--- src/rtl/cellrv32_icache_ctrl_pkg.sv ---
// Shared types and sizing helpers for the CELLRV32 instruction-cache controller.
package cellrv32_package;

  typedef enum logic [2:0] {
    S_IDLE    = 3'd0,
    S_CHECK   = 3'd1,
    S_DL_REQ  = 3'd2,
    S_DL_WAIT = 3'd3,
    S_RESYNC  = 3'd4,
    S_CLEAR   = 3'd5
  } icache_ctrl_state_t;

  // ceil(log2(n)); 0 for n <= 1
  function automatic int index_size_f(input int n);
    int r;
    r = 0;
    for (int i = 0; i < 31; i++) begin
      if ((1 << i) < n) r = i + 1;
    end
    return r;
  endfunction

  // A single-word block still needs a 1-bit counter to keep the datapath legal.
  function automatic int icache_cnt_width_f(input int words);
    int r;
    r = index_size_f(words);
    return (r < 1) ? 1 : r;
  endfunction

endpackage

--- src/rtl/cellrv32_icache_ctrl.sv ---
// Instruction-cache sequencer: one-cycle hits, word-by-word block refill over the
// bus on a miss followed by a replay read, and whole-cache invalidation (fence.i).
module cellrv32_icache_ctrl
  import cellrv32_package::*;
#(
  parameter int ICACHE_BLOCK_SIZE = 16,
  parameter int ICACHE_NUM_BLOCKS = 4
) (
  input  logic               clk_i,
  input  logic               rstn_i,
  input  logic               clear_i,
  input  logic [31:0]        host_addr_i,
  input  logic               host_re_i,
  output logic [31:0]        host_rdata_o,
  output logic               host_ack_o,
  output logic               host_err_o,
  output logic               cache_invalidate_o,
  output logic [31:0]        cache_host_addr_o,
  output logic               cache_host_re_o,
  input  logic [31:0]        cache_host_rdata_i,
  input  logic               cache_host_rstat_i,
  input  logic               cache_hit_i,
  output logic               cache_ctrl_en_o,
  output logic               cache_ctrl_we_o,
  output logic               cache_ctrl_wstat_o,
  output logic               cache_ctrl_tag_we_o,
  output logic               cache_ctrl_valid_o,
  output logic               cache_ctrl_invalid_o,
  output logic [31:0]        cache_ctrl_addr_o,
  output logic [31:0]        cache_ctrl_wdata_o,
  output logic [31:0]        bus_addr_o,
  output logic               bus_re_o,
  input  logic [31:0]        bus_rdata_i,
  input  logic               bus_ack_i,
  input  logic               bus_err_i,
  output icache_ctrl_state_t dbg_state_o
);

  localparam int W    = ICACHE_BLOCK_SIZE / 4;
  localparam int OFFS = index_size_f(ICACHE_BLOCK_SIZE);
  localparam int CW   = icache_cnt_width_f(W);
  localparam logic [CW-1:0] LAST_WORD = CW'(W - 1);

  if (ICACHE_BLOCK_SIZE < 4 || ICACHE_NUM_BLOCKS < 1) begin : g_param_check
    $error("cellrv32_icache_ctrl: invalid cache geometry");
  end

  // Handshake: host_re_i is a one-cycle request, answered by exactly one
  // single-cycle host_ack_o or host_err_o; bus_re_o is a one-cycle read pulse
  // answered later by a single-cycle bus_ack_i or bus_err_i.

  icache_ctrl_state_t state_q, state_d;
  logic [CW-1:0]      cnt_q, cnt_d;
  logic               clr_q, clr_d;
  logic [31:0]        addr_q, addr_d;
  logic [31:0]        refill_addr;

  assign dbg_state_o = state_q;
  assign refill_addr = {addr_q[31:OFFS], {OFFS{1'b0}}} | (32'(cnt_q) << 2);

  always_ff @(posedge clk_i or negedge rstn_i) begin
    if (!rstn_i) begin
      state_q <= S_IDLE;
      cnt_q   <= '0;
      clr_q   <= 1'b0;
      addr_q  <= '0;
    end else begin
      state_q <= state_d;
      cnt_q   <= cnt_d;
      clr_q   <= clr_d;
      addr_q  <= addr_d;
    end
  end

  always_comb begin
    state_d              = state_q;
    cnt_d                = cnt_q;
    clr_d                = clr_q | clear_i;
    addr_d               = addr_q;
    host_rdata_o         = '0;
    host_ack_o           = 1'b0;
    host_err_o           = 1'b0;
    cache_invalidate_o   = 1'b0;
    cache_host_addr_o    = '0;
    cache_host_re_o      = 1'b0;
    cache_ctrl_en_o      = 1'b0;
    cache_ctrl_we_o      = 1'b0;
    cache_ctrl_wstat_o   = 1'b0;
    cache_ctrl_tag_we_o  = 1'b0;
    cache_ctrl_valid_o   = 1'b0;
    cache_ctrl_invalid_o = 1'b0;
    cache_ctrl_addr_o    = '0;
    cache_ctrl_wdata_o   = '0;
    bus_addr_o           = '0;
    bus_re_o             = 1'b0;

    unique case (state_q)
      S_IDLE: begin
        // A pending (or same-cycle) clear wins; the colliding fetch is dropped.
        if (clr_q || clear_i) begin
          state_d = S_CLEAR;
        end else if (host_re_i) begin
          addr_d            = host_addr_i;
          cache_host_re_o   = 1'b1;
          cache_host_addr_o = host_addr_i;
          state_d           = S_CHECK;
        end
      end

      S_CHECK: begin
        if (cache_hit_i) begin
          host_rdata_o = cache_host_rdata_i;
          host_ack_o   = ~cache_host_rstat_i;
          host_err_o   = cache_host_rstat_i;
          state_d      = S_IDLE;
        end else begin
          // Drop the block's valid bit now so an aborted refill never leaves it usable.
          cnt_d                = '0;
          cache_ctrl_en_o      = 1'b1;
          cache_ctrl_invalid_o = 1'b1;
          cache_ctrl_addr_o    = refill_addr;
          state_d              = S_DL_REQ;
        end
      end

      S_DL_REQ: begin
        cache_ctrl_en_o   = 1'b1;
        cache_ctrl_addr_o = refill_addr;
        bus_re_o          = 1'b1;
        bus_addr_o        = refill_addr;
        state_d           = S_DL_WAIT;
      end

      S_DL_WAIT: begin
        cache_ctrl_en_o   = 1'b1;
        cache_ctrl_addr_o = refill_addr;
        if (bus_ack_i || bus_err_i) begin
          cache_ctrl_we_o    = 1'b1;
          cache_ctrl_wdata_o = bus_rdata_i;
          cache_ctrl_wstat_o = bus_err_i;
          if (cnt_q == LAST_WORD) begin
            cache_ctrl_tag_we_o = 1'b1;
            cache_ctrl_valid_o  = 1'b1;
            cnt_d               = '0;
            state_d             = S_RESYNC;
          end else begin
            cnt_d   = cnt_q + CW'(1);
            state_d = S_DL_REQ;
          end
        end
      end

      S_RESYNC: begin
        cache_host_re_o   = 1'b1;
        cache_host_addr_o = addr_q;
        state_d           = S_CHECK;
      end

      S_CLEAR: begin
        cache_invalidate_o = 1'b1;
        clr_d              = clear_i;
        state_d            = S_IDLE;
      end

      default: state_d = S_IDLE;
    endcase
  end

endmodule

--- config.mk ---
export PLATFORM = sky130hd
export DESIGN_NAME = cellrv32_icache_ctrl
export DESIGN_NICKNAME = d
export VERILOG_FILES = /design/src/rtl/cellrv32_icache_ctrl_pkg.sv /design/src/rtl/cellrv32_icache_ctrl.sv
export SDC_FILE = /design/constraint.sdc
export NUM_CORES = 1
export LEC_CHECK = 0
export ABC_AREA = 0
export CORE_AREA = 2 2 148 78
export CTS_BUF_LIST = sky130_fd_sc_hd__clkbuf_4
export DETAILED_ROUTE_END_ITERATION = 6
export DIE_AREA = 0 0 150 80
export GPL_TIMING_DRIVEN = 0
export PLACE_DENSITY = 0.86
export SLEW_MARGIN = 5
export SYNTH_ARGS = -nofsm -noshare
export SYNTH_HDL_FRONTEND = slang
export SYNTH_SLANG_ARGS = --single-unit
--- constraint.sdc ---
create_clock -name clk_i -period 1.6 [get_ports clk_i]
set_input_delay 0.4 -clock clk_i [delete_from_list [all_inputs] [get_ports clk_i]]
set_output_delay 0.4 -clock clk_i [all_outputs]
set_load 0.02 [all_outputs]
-- Word level (Yosys, flattened, before mapping)
Index checks and enable logic that the tools add are counted.
W data, S select, Z words.
- register bits after elaboration: 38
- output and inout bits: 174
- add/subtract/negate cells: 1
- equal/unequal tests: 9
- muxes and demuxes: 40
- bitwise logic cells: 4
- reductions and logical operators: 8
- operators with widths (cell ; number):
    $mux W32 ; 8
    $pmux W32 S2 ; 2
    $or A32 B4 Y32 ; 1
    $mux W1 ; 18
    $pmux W3 S5 ; 1
    $mux W3 ; 4
    $mux W2 ; 4
    $eq A3 B2 Y1 const B ; 2
    $eq A3 B3 Y1 const B ; 2
    $reduce_and A3 Y1 ; 2
    $ne A2 B2 Y1 const B ; 2
    $pmux W1 S2 ; 2
    $pmux W2 S2 ; 1
    $eq A3 B1 Y1 const B ; 1
    $logic_not A3 Y1 ; 1
    $ne A3 B3 Y1 const B ; 1
    $add A2 B1 Y2 const B ; 1
    $eq A2 B2 Y1 const B ; 1
    $logic_or A1 B1 Y1 ; 2
    $not A1 Y1 ; 2
    $reduce_and A2 Y1 ; 1
    $reduce_bool A2 Y1 ; 1
    $reduce_or A2 Y1 ; 1
    $or A1 B1 Y1 ; 1

-- Longest topological paths before layout
- depth in word-level cells: 4
- gate-level depth with buffers: 6

-- Worst setup path after synthesis
No wires, ideal clock.
- path type: register to output
- start point: reg state_q[2], in the netlist dbg_state_o[2]
- end point: out bus_addr_o[22]
- data arrival time: 1.595 ns
- required time: 1.200 ns
- slack: -0.395 ns
- stages on the path, launching flop included: 5
- cells stage by stage: dfrtp_1 > buf_2 > nor3_1 > clkbuf_1 > and2_1
- word-level cells in the longest chain between the ends: 2
- ends and longest elaborated chain (what ; RTL line ; RTL):
    start, declared ; cellrv32_icache_ctrl.sv:52 ; icache_ctrl_state_t state_q, state_d;
    start signal, assigned ; cellrv32_icache_ctrl.sv:68 ; state_q <= state_d;
    $eq A3 B2 Y1 ; cellrv32_icache_ctrl.sv:97 ; unique case (state_q)
    $mux W32 ; cellrv32_icache_ctrl.sv:97 ;
    end, declared ; cellrv32_icache_ctrl.sv:31 ; output logic [31:0] bus_addr_o,
Every way passes these cells.

-- Worst setup path after layout
- start point: in bus_ack_i
- end point: out cache_ctrl_wdata_o[5]
- word-level cells in the longest chain between the ends: 3
- ends and longest elaborated chain (what ; RTL line ; RTL):
    start, declared ; cellrv32_icache_ctrl.sv:34 ; input logic bus_ack_i,
    $logic_or A1 B1 Y1 ; cellrv32_icache_ctrl.sv:137 ; if (bus_ack_i || bus_err_i) begin
    $mux W32 ; cellrv32_icache_ctrl.sv:137 ;
    $mux W32 ; cellrv32_icache_ctrl.sv:97 ;
    end, declared ; cellrv32_icache_ctrl.sv:30 ; output logic [31:0] cache_ctrl_wdata_o,
Every way passes these cells.

==> flow_summary.json <==
{
  "status": "finished with violations",
  "failed_checks": "negative setup slack",
  "cts_buffers": 5,
  "grt_max_degree": 24,
  "place_area_mm2": 0.00649,
  "synthTopCellsByArea": "dfrtp_1 (33%), and2_1 (27%), mux2_4 (14%)",
  "timing.max_cap.violations": 0,
  "path_cells": "clkdlybuf4s50_1, o21a_1, nor3b_4, buf_6, buf_6, buf_6, and2_4, buf_6",
  "drc": 0,
  "crit_buf_inv": 5,
  "diodes": 0,
  "cts_root_buffer": "clkbuf_4",
  "arrival_ns": 1.95,
  "place.port_buffers": 273,
  "grt_overflow": 0,
  "crit_family": "buffers and inverters",
  "num_io_pins": 278,
  "place.gp.congestion": 0.937,
  "design_area_mm2": 0.00805,
  "cp-start-kind": "input port",
  "cellLeakagePower_nw": 3.92,
  "clkSlewWorstSetupHoldPaths_ns": 0.11,
  "fp.dieArea_mm2": 0.0120,
  "grt_pass1_wl_mm": 23.6,
  "clock_skew_ns": 0.0153,
  "end_kind": "output pin",
  "hold_violations": 0,
  "coreArea_mm2": 0.0107,
  "post-place-ws_ns": -1.33,
  "post-route-period-util_pct": 147,
  "peakVddDrop_mv": 0.773,
  "area_growth_pct": 175,
  "htreeDepth": 2,
  "final_nets": 765,
  "dpl.hpwl_mm": 11.5,
  "critPathRequiredTime_ns": 1.20,
  "crit_top_cell": "buf_6",
  "layout-drive-gt1-share_pct": 73.8,
  "slowest_delay_ns": 0.47,
  "vias": 3735,
  "p_per_area_mw_per_mm2": 1310,
  "ys_seq_area_share_pct": 32.5,
  "clock_latency_ns": 0.36,
  "cp_max_fo": 5,
  "rows": 27,
  "via_per_inst": 4.63,
  "track_usage_pct": 26.3,
  "cts_buffer_depth": 2,
  "yosysUniqueCellTypes": 30,
  "syn-cell-area_mm2": 0.00292,
  "syn_inst": 302,
  "rsz0062_at_grt": "yes",
  "fmax_mhz": 426,
  "drv_slew": 0,
  "cts_tree": "done",
  "yosys.area.top_type_share_pct": 32.5,
  "worst-setup-path-type": "in2out",
  "hold_class": "in2reg",
  "synth-seq-cells": 38,
  "die_y_um": 80,
  "grt_pass1_vias": 3951,
  "setup_viol": 200,
  "die_w_um": 150,
  "routedWlPerCell_um": 20.9,
  "fin_ws_ns": -0.748,
  "cpMaxStageDelayCell": "clkdlybuf4s50_1",
  "finalCriticalPeriod_ns": 2.35,
  "drt_wl_total_mm": 16.8,
  "synth.avg_cell_area_um2": 9.67,
  "drtIter0Drc": 122,
  "antenna_found_initial": 0,
  "start_util_pct": 27.4,
  "yosysWarnings": 0,
  "ant_nets": 0,
  "dr.pass1.iters": 4,
  "clock_sinks": 38,
  "synth_top_cell_by_area": "dfrtp_1"
}
## worst register-to-register path, cell delays in order, from the launching register on
cell and delay (ns):
dfrtp_2 0.44, buf_8 0.14, nor2_4 0.09, and4b_1 0.25, buf_12 0.17, buf_6 0.11, buf_6 0.08, buf_8 0.12
buf_16 0.13, mux2_4 0.30
## power by group
| group | internal (mW) | switching [mW] |
|---|---|---|
| combinational | 4.58 | 3.23 |
| sequential | 1.42 | 0.641 |
| clock | 0.366 | 0.344 |
| total | 6.36 | 4.21 |
## cell usage in the layout, fill, tap and decap left out, types with 4 or more instances in the layout
cell type	synthesis	final
buf_6	4	207
and2_4	0	124
clkdlybuf4s50_1	0	99
dfrtp_1	38	35
a22o_4	0	32
mux2_4	28	28
buf_4	6	24
buf_8	0	19
buf_12	0	11
clkbuf_4	0	8
clkbuf_16	0	6
mux2_1	4	4
conb_1	1	4
dlygate4sd2_1	0	4
## cell families (layout without fill, tap and decap cells)
logic type / count (synthesis) / after routing / synth area share, %
flops: 38 / 38 / 32.5
fa+ha+maj: 1 / 1 / 0.428
simple gates: 154 / 154 / 32.8
buf+inv: 33 / 389 / 6.47
compound gates: 43 / 43 / 11.7
other cells: 1 / 4 / 0.128
mux: 32 / 32 / 15.9
## timing repair
item | CTS | global route
cloned | 13 | 3
pin swaps | 19 | 22
hold buffers | 1 | 0
setup buffers | 44 | 20
resized for setup | 1049 | 189
setup endpoints to repair | 198 | 202
hold endpoints to repair | 15 | 0
## synth_stat cells (all sizes together)
master / count
and2: 128
dfrtp: 38
a22o: 32
mux2: 32
buf: 20
clkbuf: 11
a21oi: 5
nor2: 5
nand3: 4
nor3: 4
nand2b: 3
o21ai: 3
inv: 2
nand2: 2
nor2b: 2
o21a: 2
and3: 1
and4b: 1
and4bb: 1
conb: 1
ha: 1
nand3b: 1
nor3b: 1
o21bai: 1
or4: 1
## metrics by stage
stage                     setup TNS [ns]  hold WS [ns]  utilization [%]  cells  power, mW
after global routing             -123.29         0.447             75.4    806       11.0
after CTS                        -105.11         0.446             70.4    789       9.69
after detailed placement         -195.14         0.366             60.8    724       7.11
after floorplan                   -12.90         0.104                -    305       4.82
after global placement           -223.21         0.521             60.6    723       6.95
final                            -109.21         0.451             75.4    806       10.6
## area by class of cell
cell class,count,area (um2)
plain buffers,29,457
clock buffers,7,52.6
clock inverters,1,30.0
fillers,723,2630
inverters,2,12.5
multi-input cells,234,2490
flip-flops and latches,38,955
well taps,145,181
repair buffers,350,3860
## metal layers
layer / routed length, um / up-vias / GRT usage [%]
met2: 7930 / 157 / 44.0
met5: 0 / - / 0
met1: 7540 / 1829 / 35.1
li1: - / 1731 / -
met4: 200 / 0 / 4.25
met3: 1140 / 18 / 6.40
## registers in the layout (all words and copies together), names as in the netlist
signal / cells
addr_q: 32
clr_q: 1
cnt_q: 2
dbg_state_o: 3
## path summary, 6_finish.rpt
check / startpoint / end / slack, ns / depth (start not counted)
worst min-delay path: clear_i / clr_q / 0.45 / 2
min in group asynchronous: rstn_i / addr_q[6] / 0.52 / 2
worst max register to register: dbg_state_o[0] / addr_q[19] / -0.33 / 9
worst min register to register: addr_q[2] / addr_q[2] / 0.56 / 1
worst max-delay path: bus_ack_i / cache_ctrl_wdata_o[5] / -0.75 / 8
max in group asynchronous: rstn_i / addr_q[21] / 0.59 / 3
(Power assumes the default switching activity.)
